`src/rtl/dtree_vote_if.sv`:
```
// Classifier-result stream into the vote filter and voted class back out.
interface dtree_vote_if;
  logic       in_valid;
  logic [3:0] class_in;
  logic       flush;
  logic       out_valid;
  logic [3:0] out;
  logic       window_full;

  modport master (
    output in_valid, class_in, flush,
    input  out_valid, out, window_full
  );

  modport slave (
    input  in_valid, class_in, flush,
    output out_valid, out, window_full
  );
endinterface

```
`src/rtl/dtree_vote_filter.sv`:
```
// Sliding-window majority vote over the decision-tree class stream.
// Stage 1 maintains the window and per-class counts; stage 2 registers the argmax.
module dtree_vote_filter #(
  parameter int WIN    = 8,
  parameter int NCLASS = 16
) (
  input  logic         clk,
  input  logic         rst,
  dtree_vote_if.slave  bus
);
  localparam int CW = $clog2(WIN + 1);
  localparam int PW = (WIN > 1) ? $clog2(WIN) : 1;

  logic [3:0]    buffer [WIN];
  logic [PW-1:0] wr_ptr_p1;
  logic [CW-1:0] fill_p1;
  logic [CW-1:0] cnt_p1 [NCLASS];
  logic          vld_p1;

  logic          accept;
  logic          full;
  logic [3:0]    evict;
  logic [3:0]    vote;
  logic [CW-1:0] best;

  assign accept = bus.in_valid && !bus.flush;
  assign full   = (fill_p1 == CW'(WIN));
  assign evict  = buffer[wr_ptr_p1];

  // Stage 1: window storage, fill/pointer bookkeeping, per-class counts
  always_ff @(posedge clk) begin
    if (accept) buffer[wr_ptr_p1] <= bus.class_in;
  end

  always_ff @(posedge clk) begin
    if (rst || bus.flush) begin
      wr_ptr_p1 <= '0;
      fill_p1   <= '0;
      vld_p1    <= 1'b0;
      for (int i = 0; i < NCLASS; i++) cnt_p1[i] <= '0;
    end else begin
      vld_p1 <= 1'b0;
      if (accept) begin
        wr_ptr_p1 <= (wr_ptr_p1 == PW'(WIN - 1)) ? '0 : wr_ptr_p1 + 1'b1;
        if (!full) fill_p1 <= fill_p1 + 1'b1;
        vld_p1 <= full || (fill_p1 == CW'(WIN - 1));
        // An eviction of the same class as the incoming sample is a net zero
        for (int i = 0; i < NCLASS; i++) begin
          if ((bus.class_in == 4'(i)) && !(full && (evict == 4'(i))))
            cnt_p1[i] <= cnt_p1[i] + 1'b1;
          else if (full && (evict == 4'(i)) && (bus.class_in != 4'(i)))
            cnt_p1[i] <= cnt_p1[i] - 1'b1;
        end
      end
    end
  end

  // Strict compare keeps the lowest class index on ties
  always_comb begin
    vote = '0;
    best = cnt_p1[0];
    for (int i = 1; i < NCLASS; i++) begin
      if (cnt_p1[i] > best) begin
        best = cnt_p1[i];
        vote = 4'(i);
      end
    end
  end

  // Stage 2: registered vote; flush does not cancel a result already here
  always_ff @(posedge clk) begin
    if (rst) begin
      bus.out_valid   <= 1'b0;
      bus.out         <= '0;
      bus.window_full <= 1'b0;
    end else begin
      bus.out_valid   <= vld_p1;
      bus.window_full <= full;
      if (vld_p1) bus.out <= vote;
    end
  end
endmodule

```
`src/flat_wrapper.sv`:
```
// flat-port wrapper written by rule: the top's interface ports become plain ports
module dtree_vote_filter_flat 
#(
  parameter int WIN    = 8,
  parameter int NCLASS = 16
)
  (clk, rst, bus_in_valid, bus_class_in, bus_flush, bus_out_valid, bus_out, bus_window_full);
  dtree_vote_if bus_i ();
  input  logic clk;
  input  logic rst;
  input wire logic [$bits(bus_i.in_valid)-1:0] bus_in_valid;
  input wire logic [$bits(bus_i.class_in)-1:0] bus_class_in;
  input wire logic [$bits(bus_i.flush)-1:0] bus_flush;
  output wire logic [$bits(bus_i.out_valid)-1:0] bus_out_valid;
  output wire logic [$bits(bus_i.out)-1:0] bus_out;
  output wire logic [$bits(bus_i.window_full)-1:0] bus_window_full;
  assign bus_i.in_valid = bus_in_valid;
  assign bus_i.class_in = bus_class_in;
  assign bus_i.flush = bus_flush;
  assign bus_out_valid = bus_i.out_valid;
  assign bus_out = bus_i.out;
  assign bus_window_full = bus_i.window_full;
  dtree_vote_filter #(.WIN(WIN), .NCLASS(NCLASS)) u_core (.clk(clk), .rst(rst), .bus(bus_i));
endmodule
```
`config.mk`:
```
export PLATFORM = sky130hd
export DESIGN_NAME = dtree_vote_filter_flat
export DESIGN_NICKNAME = d
export VERILOG_FILES = /design/src/rtl/dtree_vote_if.sv /design/src/rtl/dtree_vote_filter.sv /design/src/flat_wrapper.sv
export SDC_FILE = /design/constraint.sdc
export NUM_CORES = 1
export LEC_CHECK = 0
export ABC_AREA = 1
export BUFFER_PORTS_ARGS = -buffer_cell sky130_fd_sc_hd__buf_2
export CAP_MARGIN = 20
export CORE_MARGIN = 3
export CORE_UTILIZATION = 40
export CTS_CLUSTER_DIAMETER = 80
export DETAILED_ROUTE_END_ITERATION = 8
export SLEW_MARGIN = 10
export SYNTH_ARGS = -nofsm -noshare
export SYNTH_HDL_FRONTEND = slang
export SYNTH_SLANG_ARGS = --single-unit
```
`constraint.sdc`:
```
create_clock -name clk -period 35.4 [get_ports clk]
set_input_delay 0 -clock clk [delete_from_list [all_inputs] [get_ports clk]]
set_output_delay 0 -clock clk [all_outputs]
set_load 0.02 [all_outputs]
```
; ---- Word-level counts from Yosys, hierarchy flattened
; Memories as Yosys holds them, arrays and structs flattened. A register that Yosys moved wholly into a read port is not among the register bits.
; Cells that the tools add are included.
[totals]
ff_bits = 14
mem_bits_rw = 96
in_bits = 8
out_inout_bits = 6
elab_cells = 424
n_memories = 2
[op_classes]
addsub = 34
magnitude_cmp = 15
eq_ne = 48
n_mux = 212
n_bitwise = 34
reduce_logical = 73
[memory_table]
columns = name, words, width, rd, rd_ports_with_merged_regs, wr, line_no
row1 = u_core.cnt_p1, 16, 4, 16, 0, 16, dtree_vote_filter.sv:17  ; logic [CW-1:0] cnt_p1 [NCLASS];
row2 = u_core.buffer, 8, 4, 1, 1, 1, dtree_vote_filter.sv:14  ; logic [3:0] buffer [WIN];
[ops]
columns = operator, n
row1 = $mux W4, 54
row2 = $mux W1, 149
row3 = $add A4 B1 Y4 const B, 17
row4 = $eq A4 B4 Y1 const B, 17
row5 = $sub A4 B1 Y4 const B, 16
row6 = $gt A4 B4 Y1, 15
row7 = $logic_and A1 B1 Y1, 49
row8 = $eq A4 B3 Y1 const B, 9
row9 = $ne A4 B4 Y1 const B, 8
row10 = $or A1 B1 Y1, 32
row11 = $mux W3, 7
row12 = $logic_not A1 Y1, 17
row13 = $eq A4 B2 Y1 const B, 4
row14 = $ne A4 B3 Y1 const B, 4
row15 = $eq A4 B1 Y1 const B, 2
row16 = $logic_not A4 Y1, 2
row17 = $ne A4 B2 Y1 const B, 2
row18 = $mux W2, 2
row19 = $ne A4 B1 Y1 const B, 1
row20 = $reduce_bool A4 Y1, 1
row21 = $add A3 B1 Y3 const B, 1
row22 = $eq A3 B3 Y1 const B, 1
row23 = $logic_or A1 B1 Y1, 2
row24 = $not A1 Y1, 2
row25 = 2 further kinds, 2

; ---- Longest topological paths before layout
; Gate-level depths: netlist of the first run.
; An unclocked memory read counts as a cell.
[depth]
depth_word = 31
mapped_depth = 137
depth_no_buf = 136

; ---- Worst setup path before layout of the first run
; Ideal clock, no wire load.
[synth_timing]
path_kind = register to register
startpoint = mem u_core.cnt_p1[0][5] in the netlist's numbering
endpoint = reg u_core.bus.out[2]
setup_ns = 0.124
arrival_ns = 13.974
required_time_ns = 35.276
slack_ns = 21.302
stages_incl_launch_ff = 117
path_buffers = 1
synth_period_minus_slack_ns = 14.098
path_cell_list = edfxtp_1 -> ha_1 -> nand2_1 -> nand2_1 -> nand2_2 -> nand2_4 -> nand2_4 -> nand2_1 -> o21ai_0 -> ha_1 -> nand2_1 -> nor2_4 -> nand2_2 -> nand2_4 -> nand2_4 -> nand2_1 -> o21ai_0 -> ha_1 -> [... 81 more ...] -> nand2_4 -> nand2_1 -> and2_1 -> ha_1 -> inv_1 -> nor2_1 -> o21ai_0 -> a32o_1 -> buf_6 -> nand3_1 -> o21ai_1 -> ha_1 -> a21oi_1 -> o21ai_0 -> a21oi_1 -> nand2_1 -> a21oi_1 -> a31oi_1
[synth_lines]
columns = element, line_no
row1 = from (decl), dtree_vote_filter.sv:17
row2 = to (signal assigned), dtree_vote_filter.sv:79  ; if (vld_p1) bus.out <= vote;
row3 = to (decl), dtree_vote_if.sv:17  ; output out_valid, out, window_full

==> results of run 1 <==
through the flow:
stage / utilization / instances
2_1_floorplan: - / 1149
4_1_cts: 0.458 / 1473
3_3_place_gp: 0.426 / 1436
5_1_grt: 0.458 / 1473
6_report: 0.458 / 1473
3_5_place_dp: 0.426 / 1436
flip-flops by register name, indices dropped and copies added, names as in the netlist, named ones only:
name                    cells
u_core.bus.out              4
u_core.fill_p1              4
u_core.buffer              32
u_core.cnt_p1              64
u_core.bus.window_full      1
u_core.wr_ptr_p1            3
u_core.bus.out_valid        1
u_core.vld_p1               1
timing repair:
action,in CTS,in global routing
endpoints found under the hold margin,35,0
hold buffers,5,0
setup buffers,0,0
routing by layer:
metal | GRT usage | vias to the layer above
li1 | - | 3814
met1 | 0.233 | 3414
met2 | 0.281 | 102
met3 | 0.0294 | 27
met4 | 0.0459 | 0
met5 | 0 | -
cells by family (layout without fill, tap and decap cells):
| kind of cell | after synthesis | in the layout | synth area share |
|---|---|---|---|
| and+or+nand+nor | 579 | 579 | 0.325 |
| buffers and inverters | 204 | 243 | 0.0844 |
| AOI/OAI and AO/OA | 134 | 134 | 0.0845 |
| DFF | 113 | 113 | 0.347 |
| adders and majority gates | 87 | 87 | 0.129 |
| xor gates and xnor gates | 32 | 32 | 0.0301 |
worst max-delay path by stage:
stage	to	start	slack, ns	cells after the start
finish	u_core.bus.out[2]$_SDFFE_PP0P_	u_core.cnt_p1[0][1]$_SDFFCE_PN0P_	19.47	116
global route	u_core.bus.out[2]$_SDFFE_PP0P_	u_core.cnt_p1[0][7]$_SDFFCE_PN0P_	17.72	117
CTS	u_core.bus.out[2]$_SDFFE_PP0P_	u_core.cnt_p1[0][1]$_SDFFCE_PN0P_	19.46	116
detailed placement	u_core.bus.out[2]$_SDFFE_PP0P_	u_core.cnt_p1[0][1]$_SDFFCE_PN0P_	19.56	116
global placement	u_core.bus.out[2]$_SDFFE_PP0P_	u_core.cnt_p1[0][1]$_SDFFCE_PN0P_	19.89	118
floorplan	u_core.bus.out[2]$_SDFFE_PP0P_	u_core.cnt_p1[0][5]$_SDFFCE_PN0P_	21.30	116
Yosys cell counts (4+ instances only):
master	instances	area (µm²)
edfxtp_1	96	2880
nor2_2	12	75.1
fa_1	15	300
inv_2	16	60.1
nand2_4	24	270
o32ai_1	8	70.1
clkinv_1	6	22.5
nand3_4	6	105
clkbuf_1	10	37.5
nand3_2	11	110
dfxtp_1	17	340
nor2_4	11	124
xor2_1	17	149
nand3b_1	11	82.6
a21oi_1	39	195
nand2_2	54	338
nor3_1	18	90.1
o21bai_1	12	90.1
and2_1	4	25.0
ha_1	72	901
o21ai_1	4	20.0
xnor2_1	15	131
o21a_1	9	67.6
nor2_1	149	559
o21ai_0	51	255
nand2_1	170	638
inv_1	168	631
nand3_1	99	495
critical path, delay by kind of cell, from the launching register on:
kind,cells,cell delay (ns)
flops,1,0.39
fa+ha+maj,15,4.61
buf+inv,14,0.89
compound gates,23,3.81
simple gates,64,6.02
layout make-up:
type,count,area [µm²],area share
clock inverter,15,258,0.0248
clock buffer,17,425,0.0409
sequential,113,3220,0.310
timing repair buffer,19,123,0.0118
multi-input combinational,832,5300,0.509
inverter,192,724,0.0696
tap,285,357,0.0343
==> impl_metrics.ini, run 1 <==
[outcome]
outcome = finished clean

[route]
detail_route.iter0.violations = 517
met2WireLength_mm = 9.45
via_per_inst = 4.99
drt_pre_antenna_iters = 4
drc_errors = 0
route.vias.total = 7357
postRouteAntennaNets = 0
met3_wirelength_um = 624
top_layer = met4
drt-wirelength-per-cell_um = 14.0
wirelength_mm = 20.6
drt-met1-wl_mm = 10.2

[global_route]
grt_antenna_before_repair = 0
grt.total_usage = 0.171
grt-ovfl-total = 0
grt_pass1_vias = 6975
first_pass_grt_wire_length_mm = 34.1
grt_start_max_net_pins = 26

[setup_path]
worstRegToRegCells = 116
worst_r2r_startpoint = u_core.cnt_p1[0][1]$_SDFFCE_PN0P_
cp_startpoint_kind = flip-flop
timing_worst_setup_path_type = flip-flop to flip-flop
critical_path.slowest_cell = a32o_1
timing.critical_path.fanout_max = 10
ff2ff_setup_slack_ns = 19.47
critical_path.endpoint_type = flip-flop
capture_instance_of_the_worst_register_to_register_path = u_core.bus.out[2]$_SDFFE_PP0P_
worst-endpoint-required_ns = 35.69
slowest_delay_ns = 0.40
critPathArrivalTime_ns = 16.22

[logic_synthesis]
synth_sequential_area_ratio = 0.347
syn_inst = 1149
synth_edf_count = 96
syn_area_um2 = 9300
postSynthAreaPerCell_um2 = 8.09
yosys_warnings = 0
synth.distinct_cells = 44
synthArstFlopShare = 0
postSynthNetCount = 1244
synth_flop_cell = edfxtp_1
number_of_register_bits_inferred_by_synthesis = 113

[sta]
drv_slew = 0
timing.clock.skew_ns = 0.00804
max_clk_rate_mhz = 62.8
final.period_utilization = 0.450
final.hold.worst_slack_ns = 0.0730
timing.final.ws_setup_ns = 19.47
worst_slew_pin_slew_ns = 0.939
rsz0062_at_grt = no
timing.setup.tns_ns = 0
slew_headroom = 0.372
finalSetupViolations = 0
final_hold_viol_count = 0
finalCriticalPeriod_ns = 15.93

[die]
boundary_pins = 14
die_h_um = 158
rows = 55
initial_core_utilization = 0.409
die-area_um2 = 25100
fp.dieW_um = 158
core-area_um2 = 22700

[placed_design]
portBuffers = 13
dpl-instance-area_um2 = 9670
preCtsSetupSlack_ns = 19.56
gpl.final_weighted_congestion = 0.892
detailed_place_hpwl_mm = 15.9

[flow_run]
max_cap_violation_count = 0

[final_layout]
antenna_cells = 0
post_route_cells_drive_above_1_share = 0.162
most-common-layout-cells = nand2_1 (170), inv_1 (168), nor2_1 (148)
layout.cells.most_common = nand2_1
finished_cell_area_um2 = 10400
final_net_count = 1270
fill_cells = 2254
area.growth.synth_to_final_pct = 11.9

[clock_network]
tritoncts_clock_tree = built
cts-htree-levels = 4
maximum_clock_path_buffer_count = 2
tritoncts_buffer_count = 17
cts-resized-gates = 0
cts_root_buf = clkbuf_16
clkSinkCount = 113
clk_pin_slew_ns = 0.06
insertion_delay_ns = 0.42

[min_path]
hold_path_startpoint = bus_flush
number_of_cells_on_the_worst_hold_path = 4
hold_path_end = u_core.fill_p1[3]$_SDFFE_PN0P_
worst_min_path_class = input pin to flip-flop
Power of run 1 is left out: the tool's default activity adds up to more than one toggle a clock period on the data nets, which glitch-free logic cannot reach.
==> run 2: changes to the inputs <==
==> constraint.sdc (replaced) <==
create_clock -name clk -period 13.4 [get_ports clk]
set_input_delay 0 -clock clk [delete_from_list [all_inputs] [get_ports clk]]
set_output_delay 0 -clock clk [all_outputs]
set_load 0.02 [all_outputs]
==> impl_metrics.ini, run 2 (synthesis gave the netlist of run 1 again) <==
[outcome]
outcome = finished with violations
violations = negative setup slack

[clock_network]
insertion_delay_ns = 0.43
tritoncts_clock_tree = built
clk_pin_slew_ns = 0.06
clkSinkCount = 113
cts_root_buf = clkbuf_16
tritoncts_buffer_count = 17
cts-htree-levels = 4
maximum_clock_path_buffer_count = 2

[setup_path]
worst-endpoint-required_ns = 13.71
critPathArrivalTime_ns = 14.05
cp_startpoint_kind = flip-flop
slowest_delay_ns = 0.44
timing_worst_setup_path_type = flip-flop to flip-flop
critical_path.slowest_cell = edfxtp_1
timing.critical_path.fanout_max = 6
critical_path.endpoint_type = flip-flop
timing.critical_path.max_delay_family = simple AND/OR/NAND/NOR gates
cp_num_buf_inv = 25
timing.critical_path.mode_cell = nand2_4

[final_layout]
most-common-layout-cells = buf_4 (168), inv_1 (157), nor2_1 (146)
multi_input_comb_area_um2 = 5730
instances_no_fill = 1642
seqCellArea_um2 = 3220
layout.cells.most_common = buf_4
fill_cells = 2121
postLayoutCoreUtil = 0.529
largest_register_ff_count = 64
post_route_cells_drive_above_1_share = 0.326
final_net_count = 1439
area.growth.synth_to_final_pct = 29.1
antenna_cells = 0
largestRegisters = u_core.cnt_p1 (64), u_core.buffer (32)
registers.top_by_ff_count = u_core.cnt_p1

[flow_run]
max_cap_violation_count = 0

[global_route]
grt-ovfl-total = 0
grt_start_max_net_pins = 26
grt.total_usage = 0.180
first_pass_grt_wire_length_mm = 36.1
grt_pass1_vias = 7495
grt.met2_usage = 0.303
met3_usage = 0.0323
grt_antenna_before_repair = 0
grt.busiest_layer = met2
globalRouteMet1Util = 0.243

[min_path]
worst_min_path_class = input pin to flip-flop

[route]
wirelength_mm = 22.1
postRouteAntennaNets = 0
drc_errors = 0
drt-wirelength-per-cell_um = 13.5
detail_route.iter0.violations = 412
via_per_inst = 4.87
route.vias.total = 7990
drt_pre_antenna_iters = 4

[die]
die_h_um = 158
rows = 55
fp.dieW_um = 158
die-area_um2 = 25100
core-area_um2 = 22700
initial_core_utilization = 0.409
boundary_pins = 14

[sta]
timing.final.ws_setup_ns = -0.344
final.period_utilization = 1.03
slew_headroom = 0.444
finalCriticalPeriod_ns = 13.74
rsz0062_at_grt = yes
worst_slew_pin_slew_ns = 0.832
timing.clock.skew_ns = 0.0121
final_hold_viol_count = 0
final.hold.worst_slack_ns = 0.0363
timing.setup.tns_ns = -1.28
max_clk_rate_mhz = 72.8
finalSetupViolations = 4
drv_slew = 0

[placed_design]
dp_cells = 1555
detailed_place_hpwl_mm = 16.7
portBuffers = 13
gpl.final_weighted_congestion = 0.848
run 2: area by class of cell:
cell class	count	area share
flip-flops and latches	113	0.269
clock buffers	17	0.0354
repair buffers	187	0.116
inverters	192	0.0606
multi-input cells	833	0.478
well taps	285	0.0297
clock inverters	15	0.0125
run 2: timing repair:
| item | 4_1_cts | 5_1_grt |
|---|---|---|
| hold endpoints to repair | 36 | 0 |
| cloned | 1 | 0 |
| resized for setup | 38 | 29 |
| setup buffers | 46 | 4 |
| hold buffers | 5 | 0 |
| endpoints found under the setup margin | 4 | 4 |
| pin swaps | 104 | 21 |
run 2: per-stage QoR:
stage               instance area (µm²)  worst slack [ns]
floorplan                          9450            -0.437
global placement                  10700            -0.417
detailed placement                10700            -0.810
CTS                               11800            -0.425
global route                      12000             -1.43
finish                            12000            -0.344
run 2: tightest hold or removal path, cell delays in order:
cell and delay, ns:
buf_2 0.11, nor2_4 0.15, nand2_1 0.11, a21oi_1 0.03
run 2: path summary, 6_finish.rpt:
check                                         start                             end  slack [ns]  depth (start not counted)
setup / recovery  u_core.cnt_p1[0][5]$_SDFFCE_PN0P_  u_core.bus.out[2]$_SDFFE_PP0P_       -0.34                        120
hold / removal                            bus_flush  u_core.fill_p1[3]$_SDFFE_PN0P_        0.04                          4
setup reg to reg  u_core.cnt_p1[0][5]$_SDFFCE_PN0P_  u_core.bus.out[2]$_SDFFE_PP0P_       -0.34                        120
hold reg to reg      u_core.fill_p1[3]$_SDFFE_PN0P_  u_core.fill_p1[3]$_SDFFE_PN0P_        0.48                          2
run 2: layer usage:
metal | wire length, µm | share of wire | vias to the layer above
met5 | 0 | 0 | -
met4 | 211 | 0.0095 | 0
met3 | 676 | 0.031 | 18
met2 | 10800 | 0.49 | 110
met1 | 10500 | 0.47 | 3696
li1 | - | - | 4166
Power of run 2 is left out for the same reason.
==> run 3: changes to the inputs <==
--- a/config.mk
+++ b/config.mk
@@ -9,9 +9,10 @@
 export BUFFER_PORTS_ARGS = -buffer_cell sky130_fd_sc_hd__buf_2
 export CAP_MARGIN = 20
 export CORE_MARGIN = 3
-export CORE_UTILIZATION = 40
+export CORE_UTILIZATION = 55
 export CTS_CLUSTER_DIAMETER = 80
 export DETAILED_ROUTE_END_ITERATION = 8
+export PLACE_DENSITY = 0.78
 export SLEW_MARGIN = 10
 export SYNTH_ARGS = -nofsm -noshare
 export SYNTH_HDL_FRONTEND = slang
==> impl_metrics.ini, run 3 (synthesis gave the netlist of run 1 again) <==
[sta]
timing.clock.skew_ns = 0.00820
final_hold_viol_count = 0
finalSetupViolations = 4
timing.final.ws_setup_ns = -1.18
finalCriticalPeriod_ns = 14.58
max_clk_rate_mhz = 68.6
rsz0062_at_grt = yes
slew_headroom = 0.485
final.hold.worst_slack_ns = 0.0834
worst_slew_pin_slew_ns = 0.767
final.period_utilization = 1.09
timing.setup.tns_ns = -4.55
drv_slew = 0

[route]
route.vias.total = 8983
drt_pre_antenna_iters = 6
via_per_inst = 5.66
postRouteAntennaNets = 0
drt-wirelength-per-cell_um = 17.6
wirelength_mm = 27.9
drc_errors = 0
detail_route.iter0.violations = 853

[clock_network]
tritoncts_clock_tree = built
cts_root_buf = clkbuf_16
tritoncts_buffer_count = 17
maximum_clock_path_buffer_count = 2
clkSinkCount = 113
insertion_delay_ns = 0.44
clk_pin_slew_ns = 0.06
cts-htree-levels = 4

[global_route]
grt.total_usage = 0.270
grt_start_max_net_pins = 26
grt.busiest_layer = met2
met3_usage = 0.0574
first_pass_grt_wire_length_mm = 39.7
grt.met2_usage = 0.474
globalRouteMet1Util = 0.326
grt_antenna_before_repair = 0
grt-ovfl-total = 0
grt_pass1_vias = 8484

[setup_path]
timing.critical_path.mode_cell = nand2_4
critical_path.slowest_cell = edfxtp_1
timing.critical_path.fanout_max = 8
cp_startpoint_kind = flip-flop
timing.critical_path.max_delay_family = simple AND/OR/NAND/NOR gates
critical_path.endpoint_type = flip-flop
slowest_delay_ns = 0.44
critPathArrivalTime_ns = 14.90
cp_num_buf_inv = 18
timing_worst_setup_path_type = flip-flop to flip-flop
worstRegToRegCells = 118
worst-endpoint-required_ns = 13.72
critical_path_cell_count = 118

[placed_design]
portBuffers = 13
dpl-instance-area_um2 = 10600
gpl.final_weighted_congestion = 0.909
detailed_place_hpwl_mm = 16.8

[final_layout]
multi_input_comb_area_um2 = 5980
layout.cells.most_common = buf_4
seqCellArea_um2 = 3220
largest_register_ff_count = 64
antenna_cells = 0
registers.top_by_ff_count = u_core.cnt_p1
largestRegisters = u_core.cnt_p1 (64), u_core.buffer (32)
final_net_count = 1452
finished_cell_area_um2 = 12300
post_route_cells_drive_above_1_share = 0.352
area.growth.synth_to_final_pct = 32.8
fill_cells = 1035
most-common-layout-cells = buf_4 (178), inv_1 (148), nor2_1 (144)

[die]
rows = 46
die-area_um2 = 18500
boundary_pins = 14
core-area_um2 = 16200
initial_core_utilization = 0.573
fp.dieW_um = 136
die_h_um = 136

[outcome]
violations = negative setup slack
outcome = finished with violations

[min_path]
worst_min_path_class = input pin to flip-flop
number_of_cells_on_the_worst_hold_path = 4

[flow_run]
max_cap_violation_count = 0
[run 3: changes by cell type in the layout (fill, tap and decap cells not counted), moves of 5 or more]
| cell | before | now |
|---|---|---|
| buf_4 | 168 | 178 |
| ha_1 | 56 | 51 |
| inv_1 | 157 | 148 |
| inv_2 | 26 | 34 |
| nand2_2 | 76 | 65 |
| nand2_4 | 27 | 35 |
| nand2_8 | 0 | 6 |
| o21ai_4 | 0 | 7 |
[run 3: through the flow]
stage               instances  setup WS, ns  utilization
floorplan                1149        -0.437            -
global placement         1484        -0.417        0.654
detailed placement       1484         -1.05        0.654
CTS                      1570        -0.421        0.730
global route             1586         -1.92        0.760
finish                   1586         -1.18        0.760
[run 3: layout make-up]
type	instances	area share
clock buffers	17	0.0345
clock inverters	15	0.0167
inverters	192	0.0591
multi-input cells	832	0.485
flip-flops and latches	113	0.261
well taps	216	0.0219
repair buffers	201	0.122
[run 3: worst paths after layout]
path | from | to | slack (ns)
max | u_core.cnt_p1[0][5]$_SDFFCE_PN0P_ | u_core.bus.out[3]$_SDFFE_PP0P_ | -1.18
min | bus_flush | u_core.fill_p1[1]$_SDFFE_PN0P_ | 0.08
max reg2reg | u_core.cnt_p1[0][5]$_SDFFCE_PN0P_ | u_core.bus.out[3]$_SDFFE_PP0P_ | -1.18
min reg2reg | u_core.fill_p1[3]$_SDFFE_PN0P_ | u_core.fill_p1[3]$_SDFFE_PN0P_ | 0.50
[run 3: per-layer routing]
metal,vias up,wire length (µm)
li1,4184,-
met3,136,2110
met4,0,1310
met2,469,14000
met1,4194,10500
met5,-,0
[run 3: what timing repair did]
item	4_1_cts	5_1_grt
endpoints found under the hold margin	37	0
gates resized for setup	52	76
setup buffers	50	18
pin swaps	89	67
setup endpoints to repair	4	4
hold buffers	5	0
[run 3: worst min-delay path, stage by stage]
cell and delay (ns):
buf_2 0.10, nor2_1 0.12, nand2_1 0.16, a21oi_1 0.08
Power of run 3 is left out for the same reason.
